File: config.mk
export PLATFORM = sky130hd
export DESIGN_NAME = pkt_write_control
export DESIGN_NICKNAME = d
export VERILOG_FILES = /design/src/rtl/pkt_write_control_pkg.sv /design/src/rtl/pkt_write_control.sv
export SDC_FILE = /design/constraint.sdc
export NUM_CORES = 1
export LEC_CHECK = 0
export BUFFER_PORTS_ARGS = -buffer_cell sky130_fd_sc_hd__buf_2
export CORE_MARGIN = 2
export CORE_UTILIZATION = 35
export CTS_CLUSTER_DIAMETER = 40
export DETAILED_ROUTE_END_ITERATION = 8
export MAX_ROUTING_LAYER = met4
export SLEW_MARGIN = 20
export SYNTH_ARGS = -nofsm -noshare
export SYNTH_HDL_FRONTEND = slang
export SYNTH_SLANG_ARGS = --single-unit
File: constraint.sdc
create_clock -name i_clk -period 2.4 [get_ports i_clk]
set_input_delay 0.12 -clock i_clk [delete_from_list [all_inputs] [get_ports i_clk]]
set_output_delay 0.12 -clock i_clk [all_outputs]
set_load 0.1 [all_outputs]
File: src/rtl/pkt_write_control_pkg.sv
// Shared constants for the packet write/read paths and descriptor consumers.
// Word layout, descriptor field offsets and the write-control FSM encoding.
package pkt_write_control_pkg;

  localparam int DATA_W        = 134;
  localparam int HEAD_BIT      = 133;
  localparam int TAIL_BIT      = 132;
  localparam int MAX_PKT_WORDS = 128;

  localparam int BUFID_W  = 9;
  localparam int OFFSET_W = 8;
  localparam int ADDR_W   = 16;
  localparam int ERR_W    = 16;

  localparam int DESC_W         = 57;
  localparam int DESC_BUFID_LSB = 0;
  localparam int DESC_CNT_LSB   = 9;
  localparam int DESC_HDR_LSB   = 17;
  localparam int HDR_DATA_MSB   = 127;
  localparam int HDR_DATA_LSB   = 88;
  localparam int HDR_W          = HDR_DATA_MSB - HDR_DATA_LSB + 1;

  typedef enum logic [2:0] {
    FETCH_S = 3'd0,
    IDLE_S  = 3'd1,
    WRITE_S = 3'd2,
    DROP_S  = 3'd3,
    DESC_S  = 3'd4
  } pwc_state_e;

  // Buffer memory address: bufid selects the 128-word page, offset[6:0] the word.
  function automatic logic [ADDR_W-1:0] word_addr(input logic [BUFID_W-1:0]  bufid,
                                                  input logic [OFFSET_W-1:0] offset);
    return {bufid, offset[6:0]};
  endfunction

endpackage

File: src/rtl/pkt_write_control.sv
// Per-port packet write path: prefetches a free bufid, writes packet words into
// buffer memory with a wr/ack handshake and emits a descriptor after the tail.
module pkt_write_control
  import pkt_write_control_pkg::*;
(
  input  logic                i_clk,
  input  logic                i_rst_n,
  input  logic [DATA_W-1:0]   iv_pkt_data,
  input  logic                i_pkt_data_wr,
  output logic                o_pkt_data_ready,
  output logic                o_pkt_bufid_req,
  input  logic [BUFID_W-1:0]  iv_pkt_bufid,
  input  logic                i_pkt_bufid_wr,
  output logic [ADDR_W-1:0]   ov_pkt_waddr,
  output logic [DATA_W-1:0]   ov_pkt_wdata,
  output logic                o_pkt_wr,
  input  logic                i_pkt_waddr_ack,
  output logic [DESC_W-1:0]   ov_pkt_descriptor,
  output logic                o_pkt_descriptor_wr,
  input  logic                i_pkt_descriptor_ack,
  output logic [ERR_W-1:0]    ov_pkt_err_cnt,
  output logic [2:0]          ov_pwc_state
);

  localparam logic [OFFSET_W-1:0] MAX_OFFSET = OFFSET_W'(MAX_PKT_WORDS);

  pwc_state_e            state_reg;
  logic [BUFID_W-1:0]    bufid_reg;
  logic [OFFSET_W-1:0]   offset_reg;
  logic                  tail_seen_reg;
  logic [7:0]            cnt_reg;
  logic [HDR_W-1:0]      hdr_reg;
  logic                  bufid_req_reg;
  logic                  pkt_wr_reg;
  logic                  desc_wr_reg;
  logic [ADDR_W-1:0]     waddr_reg;
  logic [DATA_W-1:0]     wdata_reg;
  logic [ERR_W-1:0]      err_cnt_reg;

  logic data_ready;
  logic accept;
  logic head;
  logic tail;
  logic wr_done;
  logic start_pkt;
  logic err_inc;

  assign head    = iv_pkt_data[HEAD_BIT];
  assign tail    = iv_pkt_data[TAIL_BIT];
  assign accept  = i_pkt_data_wr & data_ready;
  assign wr_done = pkt_wr_reg & i_pkt_waddr_ack;

  always_comb begin
    data_ready = 1'b0;
    case (state_reg)
      IDLE_S, DROP_S: data_ready = 1'b1;
      WRITE_S:        data_ready = !tail_seen_reg && (!pkt_wr_reg || i_pkt_waddr_ack);
      default:        data_ready = 1'b0;
    endcase
  end

  // A head restarts the packet in the same buffer, whether from IDLE or as an abort.
  assign start_pkt = accept && head && (state_reg == IDLE_S || state_reg == WRITE_S);
  assign err_inc   = accept && (((state_reg == IDLE_S) && !head) ||
                                ((state_reg == WRITE_S) && (head || offset_reg == MAX_OFFSET)));

  always_ff @(posedge i_clk) begin
    if (!i_rst_n) begin
      state_reg     <= FETCH_S;
      bufid_reg     <= '0;
      offset_reg    <= '0;
      tail_seen_reg <= 1'b0;
      cnt_reg       <= '0;
      hdr_reg       <= '0;
      bufid_req_reg <= 1'b0;
      pkt_wr_reg    <= 1'b0;
      desc_wr_reg   <= 1'b0;
      waddr_reg     <= '0;
      wdata_reg     <= '0;
      err_cnt_reg   <= '0;
    end else begin
      if (wr_done) pkt_wr_reg <= 1'b0;

      case (state_reg)
        FETCH_S: begin
          if (!bufid_req_reg) begin
            bufid_req_reg <= 1'b1;
          end else if (i_pkt_bufid_wr) begin
            bufid_reg     <= iv_pkt_bufid;
            bufid_req_reg <= 1'b0;
            state_reg     <= IDLE_S;
          end
        end
        IDLE_S: ;
        WRITE_S: begin
          if (accept && !head) begin
            if (offset_reg == MAX_OFFSET) begin
              // Oversize: a tail arriving here has nothing left to drop after it.
              state_reg <= tail ? IDLE_S : DROP_S;
            end else begin
              pkt_wr_reg <= 1'b1;
              waddr_reg  <= word_addr(bufid_reg, offset_reg);
              wdata_reg  <= iv_pkt_data;
              offset_reg <= offset_reg + 8'd1;
              if (tail) begin
                tail_seen_reg <= 1'b1;
                cnt_reg       <= offset_reg + 8'd1;
              end
            end
          end else if (wr_done && tail_seen_reg) begin
            desc_wr_reg <= 1'b1;
            state_reg   <= DESC_S;
          end
        end
        DROP_S: begin
          if (accept && tail) state_reg <= IDLE_S;
        end
        DESC_S: begin
          if (i_pkt_descriptor_ack) begin
            desc_wr_reg   <= 1'b0;
            bufid_req_reg <= 1'b1;
            state_reg     <= FETCH_S;
          end
        end
        default: state_reg <= FETCH_S;
      endcase

      if (start_pkt) begin
        pkt_wr_reg    <= 1'b1;
        waddr_reg     <= word_addr(bufid_reg, '0);
        wdata_reg     <= iv_pkt_data;
        offset_reg    <= 8'd1;
        hdr_reg       <= iv_pkt_data[HDR_DATA_MSB:HDR_DATA_LSB];
        tail_seen_reg <= tail;
        cnt_reg       <= 8'd1;
        state_reg     <= WRITE_S;
      end

      if (err_inc) err_cnt_reg <= err_cnt_reg + 16'd1;
    end
  end

  assign o_pkt_data_ready    = data_ready;
  assign o_pkt_bufid_req     = bufid_req_reg;
  assign ov_pkt_waddr        = waddr_reg;
  assign ov_pkt_wdata        = wdata_reg;
  assign o_pkt_wr            = pkt_wr_reg;
  assign ov_pkt_descriptor   = {hdr_reg, cnt_reg, bufid_reg};
  assign o_pkt_descriptor_wr = desc_wr_reg;
  assign ov_pkt_err_cnt      = err_cnt_reg;
  assign ov_pwc_state        = state_reg;

endmodule
==> impl_metrics.toml, run 1 <==
[synthesis]
yosys-top-cells-count = "309 x nand2_1, 238 x dfxtp_1, 163 x mux2i_1, 65 x clkbuf_1, 62 x a21oi_1"
synth-seq-area-share_pct = 47.5
ys_ff_latch = 238
yosys-top-cells-area = "dfxtp_1 47%, mux2i_1 16%, nand2_1 12%"
synth_nets = 1283
syn-cell-area_um2 = 10000
netlist.area_leader.share_pct = 47.5
synth_edf_count = 0
avgSynthCellArea_um2 = 8.87
yosysTopAreaCell = "dfxtp_1"
yosys_warnings = 0
async_flop_share_pct = 0
synthFlopType = "dfxtp_1"
yosysMostFrequentCell = "nand2_1"
synthDistinctLibCells = 53
syn_inst = 1131

[place]
post-place-ws_ns = 0.310
dp_hpwl_um = 21900
routabilityCongestion = 0.835
place_area_um2 = 12300
io_buffers = 378

[power_and_ir_drop]
p_int_w = 0.00983
leakage_nw = 7.51
seqPwrFrac_pct = 27.7
p_switching_w = 0.00713
cellPowerDensity_nw_per_um2 = 1120
pwr-share-clk_pct = 35.8
ir_drop_mv = 0.941
switching_share_pct = 42.0
p_comb_share_pct = 36.6

[sta]
setup_ws_ns = 0.278
relSlewSlack_pct = 63.6
slew_violations = 0
min_period_over_period_pct = 88.4
finalCriticalPeriod_ns = 2.12
setup_violations = 0
fmax_mhz = 471
hold_viol = 0
rsz0062_at_grt = "no"
setup_tns_ns = 0
skew_ns = 0.0198
worst_pin_slew_ns = 0.544

[floorplan]
pin_count = 379
dieArea_um2 = 30000
rows = 61
fp.dieH_um = 173
start_util_pct = 35.8
core_region_area_um2 = 28000
die_w_um = 173

[critical_path]
end_kind = "output port"
crit_arrival_ns = 2.00
startpoint_type = "flip-flop"
rrSetupSlack_ns = 0.30
r2r_end = "ov_pkt_wdata[19]"
worstRegToRegCells = 8
startpoint = "o_pkt_wr"
cp_max_fo = 5
worstPathRequired_ns = 2.28
worstSetupPathType = "flip-flop to output port"
r2r_start = "offset_reg[0]"
endpoint = "o_pkt_data_ready"

[clock_tree]
cts_max_path_buffers = 3
clock_insertion_delay_worst_skew_ns = 0.51
cts_setup_buffers = 0
cts_root_buf = "clkbuf_16"
clkSinkCount = 238
ctsResizeCount = 0
cts_tree = "done"
numCtsBuffers = 41
cts-htree-levels = 2
path_clk_slew_ns = 0.05

[drt]
via_per_inst = 4.93
via_count = 10000
wire_per_inst_um = 16.4
ant_nets = 0
drt_pass1_iterations = 5
first_iter_violations = 506
wl_um = 33400
drc = 0

[finish]
synthToLayoutAreaGrowth_pct = 50.9
fin_nets = 1782
final_layout_size_suffix_gt1_share_pct = 29.7
final_area_um2 = 15100
fin_util_pct = 54.1
largest_register_ff_count = 134

[global_route]
grt_antenna_before_repair = 0
grt_pass1_wl_um = 51900
grt_pass1_vias = 9819
grt_max_degree = 82
grt_usage_pct = 21.6
grt-ovfl-total = 0

[status]
status = "finished, final reports clean"

[flow_run]
drv_cap = 0

[hold_path]
hp-class = "input pin to flip-flop"
==> cell usage in the layout (no fill, tap or decap), drive strengths merged, types with 9 or more instances in the layout <==
cell type,count
nand2b,15
dlygate4sd3,143
clkbuf,50
dfxtp,238
nand3,60
clkinv,9
inv,13
o21ai,54
nor2,20
nand2,309
a21oi,62
mux2i,163
buf,412
==> metal layers <==
metal	track usage [%]	wire, um	up-vias
met5	-	0	-
li1	-	-	4882
met4	9.43	1400	0
met3	4.58	1890	108
met1	24.8	13900	4688
met2	36.5	16200	371
==> worst max-delay path, stage by stage, from the launching register on <==
cell	delay [ns]
dfxtp_1	0.36
nor2b_1	0.19
nor2_1	0.30
a21oi_1	0.13
nor2_2	0.08
buf_2	0.42
==> power by group through the flow <==
stage | combinational, W | clock (W) | sequential (W)
CTS | 0.00619 | 0.00617 | 0.00469
global placement | 0.00597 | 0 | 0.00476
finish | 0.00620 | 0.00606 | 0.00469
floorplan | 0.00172 | 0 | 0.00804
global route | 0.00644 | 0.00637 | 0.00474
detailed placement | 0.00600 | 0 | 0.00477
==> worst min-delay path by stage <==
stage | from | endpoint | slack [ns] | cells past startpoint
CTS | i_rst_n | ov_pkt_wdata[6] | 0.06 | 3
finish | i_rst_n | ov_pkt_wdata[7] | 0.08 | 3
global route | i_rst_n | ov_pkt_wdata[7] | 0.08 | 3
detailed placement | iv_pkt_data[73] | ov_pkt_wdata[73] | 0.37 | 3
global placement | iv_pkt_bufid[0] | bufid_reg[0] | 0.36 | 3
floorplan | iv_pkt_data[0] | ov_pkt_wdata[0] | 0.26 | 2
==> area by class of cell <==
type	count	area (um2)
multi-input combinational	788	4710
timing repair buffer	555	3730
clock buffer	50	1130
sequential	238	4760
fill	2553	12900
clock inverter	23	309
inverter	6	22.5
tap	378	473
antenna	1	2.50
==> through the flow <==
stage               cells  hold WS [ns]  total power (W)
finish               2039        0.0754           0.0170
global route         2038        0.0847           0.0176
CTS                  2038        0.0567           0.0171
detailed placement   1822         0.371           0.0108
global placement     1822         0.364           0.0107
floorplan            1131         0.259          0.00976
==> repair_timing <==
item | 4_1_cts | 5_1_grt
endpoints found under the setup margin | 0 | 0
hold buffers | 143 | 0
endpoints found under the hold margin | 185 | 0
==> cells by family after synthesis <==
| group | synth area share (%) |
|---|---|
| xor+xnor | 0.437 |
| mux | 16.4 |
| fa+ha+maj | 0.374 |
| buf+inv | 5.67 |
| compound gates | 9.19 |
| simple gates | 20.5 |
| flops | 47.5 |
(Power assumes the default switching activity.)
==> run 2, diff against run 1 <==
--- a/config.mk
+++ b/config.mk
@@ -5,11 +5,13 @@
 export SDC_FILE = /design/constraint.sdc
 export NUM_CORES = 1
 export LEC_CHECK = 0
+export ABC_AREA = 1
 export BUFFER_PORTS_ARGS = -buffer_cell sky130_fd_sc_hd__buf_2
 export CORE_MARGIN = 2
 export CORE_UTILIZATION = 35
 export CTS_CLUSTER_DIAMETER = 40
 export DETAILED_ROUTE_END_ITERATION = 8
+export GPL_TIMING_DRIVEN = 0
 export MAX_ROUTING_LAYER = met4
 export SLEW_MARGIN = 20
 export SYNTH_ARGS = -nofsm -noshare
==> run 2 against run 1 <==
Net effect: via count decreased by 3.4%; clock skew increased by 0.0016 ns; critical path depth increased by 7; utilization increased by 2.2 points; cell count increased by 1.9%; first-iteration DRC count increased by 5.9%; clock power increased by 2%; synthesized area decreased by 10%; combinational power decreased by 7.3%; non-clock buffer count increased by 33; register-to-register slack improved by 0.07 ns; flip-flop and latch count unchanged; critical path type is now flip-flop to flip-flop.
==> impl_metrics.toml, run 2 <==
[power_and_ir_drop]
p_switching_w = 0.00724
leakage_nw = 7.09
pwr-share-clk_pct = 37.1
p_int_w = 0.00942
seqPwrFrac_pct = 28.4
ir_drop_mv = 0.824
p_comb_share_pct = 34.5
cellPowerDensity_nw_per_um2 = 1170
switching_share_pct = 43.5

[global_route]
grt_antenna_before_repair = 0
grt_usage_pct = 24.3
grt_pass1_wl_um = 50500
grt_max_degree = 14
grt_pass1_vias = 9732
grt-ovfl-total = 0

[sta]
slew_violations = 0
setup_violations = 0
rsz0062_at_grt = "no"
min_period_over_period_pct = 84.6
relSlewSlack_pct = 57.0
worst_pin_slew_ns = 0.645
fmax_mhz = 492
setup_tns_ns = 0
finalCriticalPeriod_ns = 2.03
hold_viol = 0
skew_ns = 0.0214

[place]
routabilityCongestion = 0.865
dp.cells = 1860
dp_hpwl_um = 22900
place_area_um2 = 11300
io_buffers = 377

[clock_tree]
holdBufCountCts = 143
cts_root_buf = "clkbuf_16"
cts_setup_buffers = 0
numCtsBuffers = 41
cts_max_path_buffers = 3
ctsResizeCount = 0
clkSinkCount = 238
clock_insertion_delay_worst_skew_ns = 0.52
path_clk_slew_ns = 0.05
cts_tree = "done"
cts-htree-levels = 2

[floorplan]
fp.dieH_um = 164
pin_count = 379
rows = 58
dieArea_um2 = 27000
die_w_um = 164
core_region_area_um2 = 25300
start_util_pct = 35.7

[critical_path]
cpMostUsedCell = "nor2_1"
worstSetupPathType = "flip-flop to flip-flop"
startpoint_type = "flip-flop"
crit_arrival_ns = 2.47
slowest_stage = "dfxtp_1"
worstPathRequired_ns = 2.84
slowest_delay_ns = 0.35
end_kind = "flip-flop"
cp_cell_sequence = "inv_1 -> ha_1 -> nand3_1 -> nor2_1 -> nor2_2 -> nand2_4 -> nand2_4 -> inv_2 -> buf_2 -> buf_6 -> nor2_1 -> nor2_1"
cp_max_fo = 10

[drt]
via_per_inst = 4.67
first_iter_violations = 536
ant_nets = 0
wl_um = 32700
via_count = 9707
wire_per_inst_um = 15.7
drc = 0
drt_pass1_iterations = 5

[status]
status = "finished, final reports clean"

[finish]
final_cells = 2078
final_layout_size_suffix_gt1_share_pct = 30.2
mostFrequentLayoutCell = "buf_2"
antenna_cells = 0
final_cell_mix = "397 x buf_2, 286 x nor2_1, 234 x dfxtp_1"
nFillCells = 2313
final_area_um2 = 14200
fin_nets = 1868
fin_util_pct = 56.3
synthToLayoutAreaGrowth_pct = 57.8
largest_register_ff_count = 134

[synthesis]
yosys-top-cells-area = "dfxtp_1 53%, nor2_1 12%, nand2_1 7.0%"
synthFlopType = "dfxtp_1"
avgSynthCellArea_um2 = 7.81
syn_inst = 1153
yosys_warnings = 0
yosys-top-cells-count = "286 x nor2_1, 238 x dfxtp_1, 169 x nand2_1, 94 x o21ai_0, 81 x a21oi_1"
async_flop_share_pct = 0
netlist.area_leader.share_pct = 52.9
synth-seq-area-share_pct = 52.9
synth_edf_count = 0
yosysMostFrequentCell = "nor2_1"
yosysTopAreaCell = "dfxtp_1"
synthDistinctLibCells = 30
synth_nets = 1305
syn-cell-area_um2 = 9000
ys_ff_latch = 238

[hold_path]
hp-class = "input pin to flip-flop"

[flow_run]
drv_cap = 0
## run 2: critical path: cells and delay by family, from the launching register on
| family | cells | cell delay (ns) |
|---|---|---|
| fa+ha+maj | 1 | 0.15 |
| flops | 1 | 0.35 |
| simple gates | 7 | 0.76 |
| buf+inv | 4 | 0.71 |
## run 2: logic make-up (layout without fill, tap and decap cells)
group / after synthesis / in the layout / share of synthesized area (%)
buffers and inverters: 129 / 724 / 7.54
and+or+nand+nor: 507 / 507 / 22.6
xor gates and xnor gates: 15 / 15 / 1.46
AOI/OAI and AO/OA: 261 / 261 / 15.0
adders and majority gates: 3 / 3 / 0.417
DFF: 238 / 238 / 52.9
## run 2: power by group through the flow
| stage | sequential (W) | clock (W) | combinational [W] |
|---|---|---|---|
| 2_1_floorplan | 0.00833 | 0 | 0.00100 |
| 5_1_grt | 0.00479 | 0.00647 | 0.00598 |
| 4_1_cts | 0.00473 | 0.00628 | 0.00575 |
| 3_3_place_gp | 0.00479 | 0 | 0.00554 |
| 6_report | 0.00474 | 0.00618 | 0.00575 |
| 3_5_place_dp | 0.00480 | 0 | 0.00555 |
## run 2: routing by layer
layer	vias to the layer above	global-route usage (%)	routed length, um
met4	0	11.0	1550
met2	353	40.7	15800
li1	4852	-	-
met1	4403	27.9	13200
met3	99	5.45	2150
met5	-	-	0
## run 2: path summary, 6_finish.rpt
| path | start | end | slack, ns | depth (start not counted) |
|---|---|---|---|---|
| hold reg to reg | ov_pkt_waddr[2] | ov_pkt_waddr[2] | 0.46 | 2 |
| hold / removal | i_pkt_waddr_ack | o_pkt_wr | 0.03 | 6 |
| setup reg to reg | offset_reg[0] | ov_pkt_wdata[95] | 0.37 | 12 |
| setup / recovery | offset_reg[0] | ov_pkt_wdata[95] | 0.37 | 12 |
## run 2: layout make-up
cell class | instances | area [um2] | area share, %
clock inverters | 32 | 394 | 2.77
multi-input cells | 786 | 3560 | 25.1
inverters | 61 | 229 | 1.61
repair buffers | 520 | 3320 | 23.3
clock buffers | 43 | 1080 | 7.57
plain buffers | 68 | 450 | 3.17
flip-flops and latches | 238 | 4770 | 33.6
well taps | 330 | 413 | 2.91
## run 2: stage by stage
step / setup WS, ns / hold WS [ns] / power [W]
after floorplan: 0.171 / 0.255 / 0.00934
after global placement: 0.354 / 0.341 / 0.0103
after detailed placement: 0.325 / 0.348 / 0.0104
after CTS: 0.313 / 0.00290 / 0.0168
after global routing: 0.159 / 0.0549 / 0.0173
final: 0.369 / 0.0269 / 0.0167
==> run 3, diff against run 2 <==
==> constraint.sdc (replaced) <==
create_clock -name i_clk -period 2 [get_ports i_clk]
set_input_delay 0.1 -clock i_clk [delete_from_list [all_inputs] [get_ports i_clk]]
set_output_delay 0.1 -clock i_clk [all_outputs]
set_load 0.1 [all_outputs]
==> run 3 against run 2 <==
Net effect: count of clock-buffer cells in the layout grew 5; combinational power grew 22%; first-iteration DRC count grew 11%; cell count grew 0.48%; critical path depth is the same; register-to-register slack lost 0.26 ns; wire length grew 4.2%; sequential power grew 20%; global-route usage grew 0.65 points; critical path type unchanged; highest routed layer unchanged.
==> impl_metrics.toml, run 3 (synthesis gave the netlist of run 2 again) <==
[floorplan]
core_region_area_um2 = 25300
die_w_um = 164
fp.dieH_um = 164
rows = 58
start_util_pct = 35.7
pin_count = 379
dieArea_um2 = 27000

[critical_path]
worstPathRequired_ns = 2.42
end_kind = "flip-flop"
startpoint_type = "flip-flop"
slowest_stage = "dfxtp_1"
cp_max_fo = 10
worstSetupPathType = "flip-flop to flip-flop"
cp_cell_sequence = "inv_1 -> ha_1 -> nand3_1 -> nor2_4 -> nor2_4 -> nand2_4 -> nand2_8 -> inv_2 -> buf_12 -> buf_6 -> nor2_1 -> nor2_1"
worstPathBufferInverterCount = 4
crit_arrival_ns = 2.31
slowest_delay_ns = 0.33
critPathTopFamily = "simple AND/OR/NAND/NOR gates"

[global_route]
grt-ovfl-total = 0
grt_max_degree = 13
grt_antenna_before_repair = 3
grt_pass1_wl_um = 51600
grt_usage_pct = 25.0
grt_pass1_vias = 10100

[place]
dp_hpwl_um = 23400
io_buffers = 377
routabilityCongestion = 0.873

[clock_tree]
clkSinkCount = 238
cts_tree = "done"
cts-htree-levels = 2
numCtsBuffers = 40
clock_insertion_delay_worst_skew_ns = 0.51
cts_root_buf = "clkbuf_16"
path_clk_slew_ns = 0.05
cts_max_path_buffers = 3

[power_and_ir_drop]
leakage_nw = 7.15
p_int_w = 0.0114
pwr-share-clk_pct = 36.1
total_power_w = 0.0199
p_switching_w = 0.00857
cellPowerDensity_nw_per_um2 = 1390
seqPwrFrac_pct = 28.6
switching_share_pct = 43.0
p_comb_share_pct = 35.3
ir_drop_mv = 1.09

[drt]
via_count = 9880
ant_nets = 0
first_iter_violations = 595
wl_um = 34100
drc = 0
wire_per_inst_um = 16.3
drt_pass1_iterations = 5
via_per_inst = 4.73

[finish]
synthToLayoutAreaGrowth_pct = 59.6
fin_util_pct = 56.9
mostFrequentLayoutCell = "buf_2"
fin_nets = 1877
largest_register_ff_count = 134
final_layout_size_suffix_gt1_share_pct = 31.1
final_cell_mix = "391 x buf_2, 284 x nor2_1, 227 x dfxtp_1"

[sta]
fmax_mhz = 529
slew_violations = 0
hold_viol = 0
worst_pin_slew_ns = 0.728
relSlewSlack_pct = 51.5
setup_violations = 0
rsz0062_at_grt = "no"
skew_ns = 0.0268
min_period_over_period_pct = 94.4
finalCriticalPeriod_ns = 1.89

[status]
status = "finished, final reports clean"

[hold_path]
hp-class = "input pin to flip-flop"

[flow_run]
drv_cap = 0
==> run 3: cell count changes in the layout (fill, tap and decap cells not counted), sizes merged, moves of 3 or more <==
cell	change
buf	+6
diode	+3
inv	-6
clkbuf	+7
==> run 3: per-layer routing <==
metal  routed length, um  up-vias  track usage, %
met5                   0        -               -
met4                1480        0            10.8
met3                2010       95            4.95
met2               16900      348            43.3
met1               13700     4562            28.0
li1                    -     4875               -
==> run 3: area by class of cell <==
| type | count | area (um2) |
|---|---|---|
| clock inverters | 24 | 313 |
| flip-flops and latches | 238 | 4790 |
| repair buffers | 529 | 3390 |
| inverters | 61 | 233 |
| diodes | 3 | 7.51 |
| well taps | 330 | 413 |
| multi-input cells | 787 | 3620 |
| plain buffers | 68 | 493 |
| clock buffers | 48 | 1110 |
| fillers | 2279 | 10900 |
==> run 3: path summary, 6_finish.rpt <==
check                               startpoint          endpoint  slack (ns)  cells past startpoint
worst max-delay path             offset_reg[1]  ov_pkt_wdata[55]        0.11                     12
worst min-delay path            i_pkt_bufid_wr   o_pkt_bufid_req        0.04                      6
worst max register to register   offset_reg[1]  ov_pkt_wdata[55]        0.11                     12
worst min register to register     hdr_reg[35]       hdr_reg[35]        0.46                      2
==> run 3: power groups by stage <==
stage | Clock [W] | Combinational (W) | Sequential, W
6_report | 0.00720 | 0.00703 | 0.00570
3_5_place_dp | 0 | 0.00671 | 0.00576
4_1_cts | 0.00731 | 0.00695 | 0.00568
5_1_grt | 0.00751 | 0.00731 | 0.00576
2_1_floorplan | 0 | 0.00122 | 0.0100
3_3_place_gp | 0 | 0.00668 | 0.00574
==> run 3: repair_timing <==
action | in CTS | in global routing
endpoints found under the hold margin | 187 | 0
cloned | 0 | 1
hold buffers | 144 | 0
pin swaps | 0 | 4
setup buffers | 0 | 8
gates resized for setup | 4 | 26
endpoints found under the setup margin | 29 | 188
==> run 3: worst reg2reg max path: cells and delay by family, from the launching register on <==
family | cells | cell delay, ns
buffers and inverters | 4 | 0.55
flip-flops | 1 | 0.33
adder cells (fa/ha/maj) | 1 | 0.17
AND/OR/NAND/NOR | 7 | 0.78
==> run 3: metrics by stage <==
step	cell area, um2	std cells	worst slack [ns]	TNS (ns)	hold slack [ns]
2_1_floorplan	9040	1153	0.00389	0	0.235
3_3_place_gp	11300	1860	-0.0372	-0.481	0.320
3_5_place_dp	11300	1860	-0.0376	-0.311	0.327
4_1_cts	14200	2076	0.00800	0	0.00700
5_1_grt	14400	2088	0.00799	0	0.0972
6_report	14400	2088	0.111	0	0.0415
